[src/rtl/a2d_spi_resp.sv]
// a2d_spi_resp: SPI mode-0 responder emulating an 8-channel 12-bit A2D converter.
// The command in one frame selects the channel returned in the next frame.
module a2d_spi_resp #(
    parameter int DATA_W  = 12,
    parameter int NUM_CH  = 8,
    parameter int FRAME_W = 16
) (
    input  logic                     clk,
    input  logic                     rst,
    input  logic                     SS_n,
    input  logic                     SCLK,
    input  logic                     MOSI,
    input  logic [NUM_CH*DATA_W-1:0] ch_vals,
    output logic                     MISO,
    output logic [2:0]               cur_ch,
    output logic                     frm_done,
    output logic                     frm_err
);
    localparam int CW = $clog2(FRAME_W + 2);

    typedef enum logic {IDLE, SHIFT} state_t;

    state_t             state_q, state_d;
    logic [2:0]         ss_q, ss_d, sclk_q, sclk_d, mosi_q, mosi_d;
    logic [1:0]         fresh_q, fresh_d;
    logic               arm_q, arm_d;
    logic [FRAME_W-1:0] tx_q, tx_d;
    logic [FRAME_W-2:0] rx_q, rx_d;
    logic [CW-1:0]      bitcnt_q, bitcnt_d;
    logic [2:0]         cur_ch_q, cur_ch_d;
    logic               done_q, done_d, err_q, err_d;
    logic [DATA_W-1:0]  sel;
    logic               ss_fall, ss_rise, sclk_rise, sclk_fall;

    always_comb begin
        sel = '0;
        for (int k = 0; k < NUM_CH; k++)
            if (cur_ch_q == 3'(k)) sel = ch_vals[k*DATA_W +: DATA_W];
    end

    always_comb begin
        ss_d      = {ss_q[1:0], SS_n};
        sclk_d    = {sclk_q[1:0], SCLK};
        mosi_d    = {mosi_q[1:0], MOSI};
        fresh_d   = {fresh_q[0], 1'b1};
        // Arm only once SS_n has been seen high after reset, so a frame already open at reset is skipped
        arm_d     = arm_q | (fresh_q[1] & ss_q[1]);
        ss_fall   = arm_q & ss_q[2] & ~ss_q[1];
        ss_rise   = ~ss_q[2] & ss_q[1];
        sclk_rise = sclk_q[1] & ~sclk_q[2];
        sclk_fall = ~sclk_q[1] & sclk_q[2];
        state_d   = state_q;
        tx_d      = tx_q;
        rx_d      = rx_q;
        bitcnt_d  = bitcnt_q;
        cur_ch_d  = cur_ch_q;
        done_d    = 1'b0;
        err_d     = 1'b0;
        if (state_q == IDLE) begin
            bitcnt_d = '0;
            if (ss_fall) begin
                state_d = SHIFT;
                tx_d    = {{(FRAME_W-DATA_W){1'b0}}, sel};
                rx_d    = '0;
            end
        end else if (ss_rise) begin
            state_d  = IDLE;
            done_d   = bitcnt_q == CW'(FRAME_W);
            err_d    = ~done_d;
            cur_ch_d = done_d ? rx_q[FRAME_W-3 -: 3] : cur_ch_q;
        end else if (sclk_rise) begin
            rx_d     = {rx_q[FRAME_W-3:0], mosi_q[2]};
            bitcnt_d = (bitcnt_q == CW'(FRAME_W + 1)) ? bitcnt_q : bitcnt_q + 1'b1;
        end else if (sclk_fall) begin
            tx_d = {tx_q[FRAME_W-2:0], 1'b0};
        end
    end

    always_ff @(posedge clk) begin
        if (rst) begin
            ss_q     <= 3'b111;
            sclk_q   <= 3'b000;
            mosi_q   <= 3'b000;
            fresh_q  <= 2'b00;
            arm_q    <= 1'b0;
            state_q  <= IDLE;
            tx_q     <= '0;
            rx_q     <= '0;
            bitcnt_q <= '0;
            cur_ch_q <= 3'd0;
            done_q   <= 1'b0;
            err_q    <= 1'b0;
        end else begin
            ss_q     <= ss_d;
            sclk_q   <= sclk_d;
            mosi_q   <= mosi_d;
            fresh_q  <= fresh_d;
            arm_q    <= arm_d;
            state_q  <= state_d;
            tx_q     <= tx_d;
            rx_q     <= rx_d;
            bitcnt_q <= bitcnt_d;
            cur_ch_q <= cur_ch_d;
            done_q   <= done_d;
            err_q    <= err_d;
        end
    end

    assign MISO     = (state_q == SHIFT) & tx_q[FRAME_W-1];
    assign cur_ch   = cur_ch_q;
    assign frm_done = done_q;
    assign frm_err  = err_q;
endmodule

[config.mk]
export PLATFORM = sky130hd
export DESIGN_NAME = a2d_spi_resp
export DESIGN_NICKNAME = d
export VERILOG_FILES = /design/src/rtl/a2d_spi_resp.sv
export SDC_FILE = /design/constraint.sdc
export NUM_CORES = 1
export LEC_CHECK = 0
export BUFFER_PORTS_ARGS = -buffer_cell sky130_fd_sc_hd__clkbuf_2
export CORE_ASPECT_RATIO = 0.6
export CORE_UTILIZATION = 35
export CTS_CLUSTER_SIZE = 12
export DETAILED_ROUTE_END_ITERATION = 10
export GPL_ROUTABILITY_DRIVEN = 0
export SLEW_MARGIN = 10
export SYNTH_ARGS = -nofsm -noshare
export SYNTH_HDL_FRONTEND = slang
export SYNTH_SLANG_ARGS = --single-unit
[constraint.sdc]
create_clock -name clk -period 1.7 [get_ports clk]
set_input_delay 0.17 -clock clk [delete_from_list [all_inputs] [get_ports clk]]
set_output_delay 0.17 -clock clk [all_outputs]
set_load 0.1 [all_outputs]
==> results of run 1 <==
-- cell usage in the layout, fill, tap and decap left out, types with 3 or more instances in the layout --
cell and n:
dfxtp_4 3, nand2b_1 4, nor3b_1 5, clkbuf_16 6, buf_4 14, or2_2 3
mux2i_1 14, ha_1 3, clkbuf_2 104, o21ai_1 3, nor2_1 14, a31oi_1 5
nand2_1 26, o2bb2ai_1 6, mux2_2 7, a2111oi_1 5, inv_1 4, a221o_1 3
nor2b_1 9, a22oi_1 5, dfxtp_1 50, o22a_1 5, mux4_2 6, a21oi_1 33
o21ai_0 3, nor3_1 7, mux4_1 4, nand3b_1 6, and2_1 3, buf_12 4
nand3_1 19
-- sequential cells by signal, summed over array words and instances, names as in the netlist --
name	flops
arm_q	1
bitcnt_q	5
cur_ch	3
fresh_q	2
frm_done	1
frm_err	1
mosi_q	3
rx_q	14
sclk_q	3
ss_q	3
state_q	1
tx_q	16
-- timing repair --
item / CTS / global route
endpoints found under the hold margin: 0 / 0
resized for setup: 1 / 1
hold buffers: 0 / 0
buffers inserted: 0 / 5
pin swaps: 0 / 0
endpoints found under the setup margin: 1 / 14
-- path summary, 6_finish.rpt --
check | to | cells after the start | startpoint | slack (ns)
max | cur_ch[2]$_SDFFE_PP0P_ | 6 | bitcnt_q[0]$_SDFFE_PP0P_ | 0.09
min reg2reg | mosi_q[2]$_SDFF_PP0_ | 1 | mosi_q[1]$_SDFF_PP0_ | 0.45
min | ss_q[0]$_SDFF_PP1_ | 2 | SS_n | 0.05
max reg2reg | cur_ch[2]$_SDFFE_PP0P_ | 6 | bitcnt_q[0]$_SDFFE_PP0P_ | 0.09
-- power groups by stage --
| stage | Combinational (uW) | Clock [uW] | Sequential (uW) |
|---|---|---|---|
| after CTS | 256 | 1290 | 1270 |
| after floorplan | 116 | 0 | 1290 |
| after detailed placement | 255 | 0 | 1300 |
| after global routing | 282 | 1350 | 1270 |
| after global placement | 252 | 0 | 1300 |
| final | 254 | 1260 | 1270 |
-- kinds of logic after synthesis --
family,count (synthesis),share of synthesized area (%)
buffers and inverters,33,6.399
multiplexers,32,16.17
AND/OR/NAND/NOR,110,20.35
XOR/XNOR,4,1.195
AO/OA/AOI/OAI,78,18.43
flip-flops,53,36.18
adder cells (fa/ha/maj),3,1.280
-- metrics by stage --
stage                     util (%)  std cells
after floorplan                  -        313
after global placement       44.64        511
after detailed placement     44.64        511
after CTS                    47.02        519
after global routing         47.70        524
final                        47.70        524
-- routing by layer --
layer	global-route usage (%)	up-vias	share of wire, %
met5	0	-	0
met4	6.667	0	1.3
met3	3.984	8	5.8
met2	26.37	83	41
met1	29.14	1303	52
li1	-	1359	-
-- cell type report --
| type | instances | area, um2 |
|---|---|---|
| Sequential cell | 53 | 1072 |
| Clock inverter | 2 | 38.79 |
| Clock buffer | 6 | 150.1 |
| Tap cell | 108 | 135.1 |
| Timing Repair Buffer | 123 | 716.9 |
| Multi-Input combinational cell | 227 | 1688 |
| Fill cell | 794 | 4188 |
| Inverter | 5 | 18.77 |
-- critical path: stages (launching register included) --
cell and delay [ns]:
dfxtp_1 0.35, inv_1 0.07, ha_1 0.14, nor4bb_1 0.36, and3_2 0.32, mux2i_1 0.19, nor2_1 0.05
==> metrics list, run 1 <==
- Maximum number of pins on one net before global-route repair: 33
- Post-DRT Antenna Nets: 0
* Clock-pin slew reported for the worst setup and hold paths after clock tree synthesis: 0.07 ns
- Count of port buffers added during placement: 106
- At the worst endpoint, the arrival time is 1.79 ns.
- Critical Path Sink Type: register
- After detailed routing, the number of remaining DRC violations is 0.
* Overall die width: 120.2 um
- Mapped Avg Cell Area: 9.370 um2
- Final count of negative-setup-slack endpoints: 0
- The first routing iteration left 163 violations.
- PnR worst setup slack: 0.08885 ns
* Detail-routed via count per cell: 5.254
- The number of antenna diodes in the final layout is 0.
- Req. time, crit path: 1.88 ns
* Clock sinks: 53
- Sum of negative setup slack: 0 ns
- Relative max-transition margin: 64.08%
* Hold WC Path Type: in2reg
* Leading post-synthesis cells by cell area: dfxtp_1, a21oi_1, mux2i_1
- Setup repair after global routing left no endpoint under its margin.
- The clock passes through at most 2 buffers.
* Floorplan die area: 0.008761 mm2
* Register bit count reported by yosys: 53
- Total power consumption of the routed design: 2784 uW
* Minimum clock period: 1.611 ns
* Syn-to-layout area delta: 30.25%
- The worst setup path is of the reg2reg kind.
- Drt pass-1 iters: 4
- Number of warnings issued by yosys: 0
- Area after DPL: 0.003575 mm2
- Number of cell rows: 25
- In this run the power density over the cells is 728.9 mW/mm2.
* Worst slew pin tran: 0.5412 ns
- Pin placement for this block handled 107 I/O pins.
- TritonCTS built the clock tree.
- In this run the power spent charging and discharging nets is 586.0 uW.
- Timing would allow up to 620.7 MHz.
* Worst Skew: 0.006573 ns
- The flow ran to the end, and the final reports show no timing, DRC or antenna violations.
- The number of antenna violations at the first check in global routing was 0.
* Cts bufs inserted: 5
- The mapped netlist covers 0.002933 mm2.
* Critical path fanouts, max: 5
- Kind of launch point of the worst setup path: register
- P_leak: 0.001526 uW
- In this run the vertical extent of the chip is 72.91 um.
* Final count of pins violating max slew: 0
- In this run the number of H-tree levels came out at 2.
* WL final: 7795 um
- Starting density of the core: 36.63%
* Sw Ratio: 21.04%
* Source-to-sink clock delay at the later pin of the worst-skew pair: 0.30 ns
* Core area: 0.008008 mm2
- Vias in the first global route: 2,584
- Ranked by instance count, the synthesized netlist is headed by dfxtp_1, a21oi_1, nand2_1, nand3_1.
* Worst Setup Slack post-DPL: -0.01508 ns
* Finished Cell Area: 0.003820 mm2
* Share of power burned in combinational logic: 9.1%
- The netlist uses 55 different library cells.
- Count of nets after finishing: 519
- Global-route wire length before repair: 12,920 um
- Total routing usage reported by global routing: 19.19%
* Number of hold-slack violations in the final timing report: 0
- Maxcap violations: 0
- Synthesis produced a netlist with a net count of 417.
- Prevailing post-synth register cell: dfxtp_1
- VDD sags by at most 0.0003848 V.
* Internal power: 2199 uW
- Clock network fraction of total power: 45.2%
- Counting flops with a built-in enable in the synthesized netlist gives 0.
- Detailed Place HPWL: 5890 um
- Final hold analysis gives a worst-case slack of 0.05339 ns.
- The synthesized design devotes to its leading area cell type 36.18% of total area.
* Via count: 2,753
* Total congestion overflow: 0
* Sequential group share of total power: 45.6%
- Share of the yosys chip area belonging to registers: 36.18%
- Fraction of layout cells with a size suffix above 1: 38.22%
* Asr flop ratio synth: 0%
- In the synthesized netlist, the number of instances is 313.
- The most common cell in the synthesized netlist is dfxtp_1.
- Crit share post-route: 94.77%
- In this run the clock root is driven by a clkbuf_16.
* Routed wire per std cell: 14.88 um
- Cell taking the most area after synthesis: dfxtp_1
No activity file was read; power rests on OpenSTA's default activity.
==> inputs of run 2 (changes only) <==
--- a/config.mk
+++ b/config.mk
@@ -6,7 +6,8 @@
 export NUM_CORES = 1
 export LEC_CHECK = 0
 export BUFFER_PORTS_ARGS = -buffer_cell sky130_fd_sc_hd__clkbuf_2
-export CORE_ASPECT_RATIO = 0.6
+export CAP_MARGIN = 15
+export CORE_ASPECT_RATIO = 0.7
 export CORE_UTILIZATION = 35
 export CTS_CLUSTER_SIZE = 12
 export DETAILED_ROUTE_END_ITERATION = 10
==> run 2 against run 1 <==
The flow now finishes with violations (DRC). Non-clock buffer count stayed put. Clock-buffer cell count did not move. Largest power group unchanged. Power down 4.2%. Clock skew increased by 0.0021 ns. Sequential power hardly changed. Die area is essentially flat. Final area is 0.69% lower. Maximum frequency up 1.5%. Final cell count decreased by 1.3%.
==> metrics list, run 2 (synthesis gave the netlist of run 1 again) <==
- In the final routed layout, each cell accounts on average for 14.48 um.
- The final reports fail on DRC.
* Number of cell rows: 27
* First DRT Iteration DRCs: 148
* Cell at the slowest stage of the critical path: dfxtp_2
- Crit path kind: reg2out
* Count of port buffers added during placement: 106
* Power density over the cells: 703.1 mW/mm2
- PnR worst setup slack: 0.1125 ns
* Number of levels the H-tree was split into: 2
- The register with the most flip-flops in the layout has 16 of them.
- CTS saw 53 sinks.
* Finished Cell Area: 0.003794 mm2
- IR analysis of the VDD net gives a maximum drop of 0.0003576 V.
* Clock-pin slew reported for the worst setup and hold paths after clock tree synthesis: 0.07 ns
- The number of buffers and inverters on the critical path is 3.
- The clock reaches the later pin of the worst-skew pair after 0.30 ns.
- In this run, CTS created clock tree buffers numbering 5.
- Setup repair after global routing left no endpoint under its margin.
- The placed instances occupy a cell area of 0.003571 mm2.
- For the pin with the worst max-slew slack, the measured transition is 0.5400 ns.
* Detail-routed via count per cell: 5.251
- Floorplan die area: 0.008755 mm2
* Clock tree from TritonCTS: yes
- The number of antenna violations at the first check in global routing was 0.
- Relative max-transition margin: 64.15%
* Syn-to-layout area delta: 29.35%
* Drt pass-1 iters: 7
- Critical Path Sink Type: output pin
- Fraction of layout cells with a size suffix above 1: 38.22%
- Most common library cell in the layout ignoring fill and taps: clkbuf_2
* Count of unresolved DRC violations after routing: 2
- Top library cells by usage in the layout, fill and taps aside: clkbuf_2, dfxtp_1, a21oi_1
- Largest registers in the final layout: tx_q (16), rx_q (14), bitcnt_q (5)
- Post-DRT Antenna Nets: 0
- Largest reg by FF count: tx_q
- OpenSTA, run right after detailed placement, puts the worst setup slack at -0.004640 ns.
* Total routing usage reported by global routing: 18.07%
- In this run the worst hold path is classified as in2reg.
- Cell family with most CP delay: buffers and inverters
* Status: finished with violations
- STA puts the critical path data arrival time at 1.42 ns.
- WL final: 7486 um
- Crit share post-route: 93.38%
* CP peak stage delay: 0.38 ns
* P_leak: 0.001514 uW
- Minimum clock period: 1.588 ns
* Final count of pins violating max slew: 0
* Critical path fanouts, max: 27
* Req. time, crit path: 1.53 ns
* Via count: 2,715
* Final count of negative-setup-slack endpoints: 0
- Ports: 107
- Post-CTS Hold Fix Bufs: 0
- The signal on the critical path passes through buf_8, buf_6, and2_2, buf_12.
- Entering global routing, the biggest net connects 28 pins.
- Count of nets after finishing: 519
- After global routing the overflow that remains totals 0.
- Once the floorplan was initialized, standard cells occupied 36.63% of the core.
* Buffer type at the clock tree root: clkbuf_16
* Highest achievable clock rate: 629.9 MHz
- The tool flagged a number of max-cap violations equal to 0.
- Overall die width: 111.4 um
* Antenna diode instance count: 0
- Vias in the first global route: 2,670
- Global-route wire length before repair: 12,570 um
* Detailed Place HPWL: 5780 um
- The worst setup path is launched from a register.
- Counting along the longest clock path gives a buffer depth of 2.
- The hold violation total from the final report was 0.
- In this run the vertical extent of the chip is 78.59 um.
* Worst Skew: 0.008630 ns
- Core area: 0.008006 mm2
## run 2: per-stage QoR
step           cells  utilization, %  setup TNS (ns)  total power, uW  hold WS [ns]
2_1_floorplan    313               -         -0.3499             1409        0.2738
3_3_place_gp     506           44.60               0             1547        0.3531
3_5_place_dp     506           44.60       -0.004640             1550        0.3543
4_1_cts          515           46.91               0             2711       0.04737
5_1_grt          517           47.38               0             2783       0.05288
6_report         517           47.38               0             2667       0.05610
## run 2: final cells by class
class                   instances  area [um2]
flip-flops and latches         53        1074
fillers                       776        4213
inverters                       5       18.77
repair buffers                123       714.4
clock inverters                 2       38.79
multi-input cells             227        1693
well taps                     101       126.4
clock buffers                   6       128.9
## run 2: repair_timing
action	CTS	global route
setup endpoints to repair	2	9
cloned	0	0
pin swaps	0	0
resized for setup	4	2
setup buffers	1	2
## run 2: power breakdown
part / internal, uW / switching (uW) / leakage, uW
sequential: 1260 / 12.6 / 0.000433
combinational: 153 / 100 / 0.00100
clock: 698 / 447 / 0.0000810
total: 2110 / 559 / 0.00151
## run 2: path summary, 6_finish.rpt
path / start / to / slack (ns) / cells past startpoint
worst min register to register: ss_q[0]$_SDFF_PP1_ / ss_q[1]$_SDFF_PP1_ / 0.41 / 1
worst max register to register: bitcnt_q[1]$_SDFFE_PP0P_ / cur_ch[1]$_SDFFE_PP0P_ / 0.13 / 6
worst max-delay path: state_q$_SDFF_PP0_ / MISO / 0.11 / 4
worst min-delay path: SS_n / ss_q[0]$_SDFF_PP1_ / 0.06 / 2
## run 2: per-layer routing
metal | share of wire (%) | GRT usage, % | vias to the layer above
met1 | 51 | 24.92 | 1270
met5 | 0 | 0 | -
li1 | - | - | 1367
met2 | 43 | 27.94 | 70
met3 | 5.5 | 3.938 | 8
met4 | 0.88 | 5.946 | 0
==> inputs of run 3 (changes only) <==
==> constraint.sdc (replaced) <==
create_clock -name clk -period 1.9 [get_ports clk]
set_input_delay 0.19 -clock clk [delete_from_list [all_inputs] [get_ports clk]]
set_output_delay 0.19 -clock clk [all_outputs]
set_load 0.1 [all_outputs]
==> run 3 against run 2 <==
The run still ends with DRC left. Global-route usage decreased by 1.1 points. Core utilization decreased by 1.2 points. Final area shrank 2.5%. Clock skew down 0.0030 ns. First-iteration DRC count is 41% lower. Clock-buffer cell count increased by 1. Flip-flop and latch count unchanged. Highest routed layer unchanged.
==> metrics list, run 3 (synthesis gave the netlist of run 1 again) <==
* Number of instances on the worst hold path: 2
* Critical path, cell by cell: and3_1, a21oi_1, a2111oi_1
- The first global-routing pass estimated 11,970 um of wire.
- Worst slew pin tran: 0.5469 ns
* Launching instance or port of the critical path: cur_ch[0]$_SDFFE_PP0P_
- In this run the cell area measured after placement is 0.003540 mm2.
- In this run, placement finished with an instance count of 503.
* First DRT Iteration DRCs: 87
- Hold repair after CTS inserted 0 buffers.
* Largest registers in the final layout: tx_q (16), rx_q (14), bitcnt_q (5)
- Fill cell instance count of the final layout: 797
- Max-cap violations in this run came to 0.
- Flip-flop count of the largest register after layout: 16
- Summed over all cells, the static leakage comes to 0.001473 uW.
- Post-CTS Repair Setup Buffers: 0
* WL final: 7264 um
- Power density over the cells: 624.5 mW/mm2
* Vert. Die Dim: 78.59 um
* Cts bufs inserted: 5
- The worst register-to-register path has a setup slack of 0.25 ns.
- For the worst setup path, the data required time is 2.08 ns.
- Maximum number of pins on one net before global-route repair: 26
- The region available for standard cell placement spans 0.008006 mm2.
* Status: finished with violations
- Routed wire per std cell: 14.22 um
* Violated checks: DRC
* Critical path fanouts, max: 25
* Startpoint of the lowest-slack register-to-register path: cur_ch[0]$_SDFFE_PP0P_
- Fraction of layout cells with a size suffix above 1: 36.59%
* Critical Path Sink Type: register
- Clock-pin slew reported for the worst setup and hold paths after clock tree synthesis: 0.07 ns
- RSZ-0062 raised after global routing: false
* Clock tree from TritonCTS: yes
* Kind of launch point of the worst setup path: register
- Final count of pins violating max slew: 0
* Number of hold-slack violations in the final timing report: 0
- Count of port buffers added during placement: 106
- Power comes to 2309 uW.
- Measured along the x axis, the die boundary spans 111.4 um.
* Post-CTS sizing: 0
- In the global route stage, overall resource usage came out at 16.93%.
- The first TritonRoute pass finished after 8 iterations.
- tx_q holds more flip-flops than any other register.
- The worst register-to-register path ends at tx_q[4]$_SDFFE_PP0P_.
- Data arrives at the worst endpoint at 1.83 ns.
* Clock sinks: 53
- Antenna diode instance count: 0
- Crit path kind: reg2reg
- Row generation in the floorplan step produced 27 rows.
- Cell at the slowest stage of the critical path: dfxtp_4
- Hold WC Path Type: in2reg
* Vias in the first global route: 2,614
* Antenna violations before repair: 0
- Relative max-transition margin: 63.70%
* Count of unresolved DRC violations after routing: 2
- Via count: 2,679
* Syn-to-layout area delta: 26.07%
- The library cell used most frequently in the layout, excluding fill and tap cells, is clkbuf_2.
- Detailed Place HPWL: 5755 um
- Maximum number of buffers from clock root to sink: 2
- On the worst path, the slowest cell contributes a delay of 0.56 ns.
- Top library cells by usage in the layout, fill and taps aside: clkbuf_2, dfxtp_1, a21oi_1
- Reg2reg path depth: 3
- In the final timing run, aggregate negative setup slack is 0 ns.
- The most critical setup path has its endpoint at tx_q[4]$_SDFFE_PP0P_.
- Total congestion overflow: 0
- Detail-routed via count per cell: 5.243
- Once the floorplan was initialized, standard cells occupied 36.63% of the core.
- Worst Skew: 0.005657 ns
* Ports: 107
* Post-DRT Antenna Nets: 0
* Number of levels the H-tree was split into: 2
* Finished Cell Area: 0.003697 mm2
- Floorplan die area: 0.008755 mm2
- Final Util: 46.18%
- Highest achievable clock rate: 604.9 MHz
- Excluding fillers, the count of instances in the completed layout stands at 511.
- Peak supply drop: 0.0003978 V
* Source-to-sink clock delay at the later pin of the worst-skew pair: 0.29 ns
- In this run the clock root is driven by a clkbuf_16.
- Crit share post-route: 87.01%
* Minimum clock period: 1.653 ns
- In the final design database the tool counted 513 nets.
* Final count of negative-setup-slack endpoints: 0
-- run 3: cell count changes in the layout (fill, tap and decap cells not counted), sizes merged --
cell	previous run	this run
clkbuf	109	111
buf	20	13
bufinv	1	0
-- run 3: cell type report --
type / count / area, um2 / area share [%]
Clock buffer: 7 / 152.6 / 4.129
Clock inverter: 1 / 5.005 / 0.1354
Inverter: 5 / 18.77 / 0.5076
Multi-Input combinational cell: 227 / 1684 / 45.55
Sequential cell: 53 / 1067 / 28.87
Tap cell: 101 / 126.4 / 3.418
Timing Repair Buffer: 117 / 643.1 / 17.39
-- run 3: power by group --
part           internal [uW]  switching [uW]  total (uW)
sequential              1130            10.7        1140
combinational            134            89.7         224
clock                    558             388         946
total                   1820             489        2310
-- run 3: how the worst min path moves through the flow --
stage / from / endpoint / slack [ns]
4_1_cts: SS_n / ss_q[0]$_SDFF_PP1_ / 0.07
3_5_place_dp: SS_n / ss_q[0]$_SDFF_PP1_ / 0.38
5_1_grt: SS_n / ss_q[0]$_SDFF_PP1_ / 0.07
6_report: SS_n / ss_q[0]$_SDFF_PP1_ / 0.08
2_1_floorplan: SS_n / ss_q[0]$_SDFF_PP1_ / 0.29
3_3_place_gp: SS_n / ss_q[0]$_SDFF_PP1_ / 0.38
-- run 3: worst max-delay path: cells and delay by family (launching register included) --
kind | cells | cell delay [ns]
compound gates | 2 | 0.52
flops | 1 | 0.56
simple gates | 1 | 0.45
-- run 3: per-layer routing --
| layer | vias to the layer above | global-route usage [%] | routed length, um |
|---|---|---|---|
| met1 | 1247 | 22.86 | 3533 |
| li1 | 1349 | - | - |
| met3 | 5 | 3.938 | 446 |
| met2 | 78 | 27.88 | 3246 |
| met5 | - | 0 | 0 |
| met4 | 0 | 2.838 | 36 |
-- run 3: stage by stage --
stage,worst slack [ns],hold slack [ns]
after floorplan,0.01249,0.2938
after global placement,0.3092,0.3788
after detailed placement,0.2624,0.3753
after CTS,0.2279,0.07315
after global routing,0.07748,0.07372
final,0.2468,0.07998
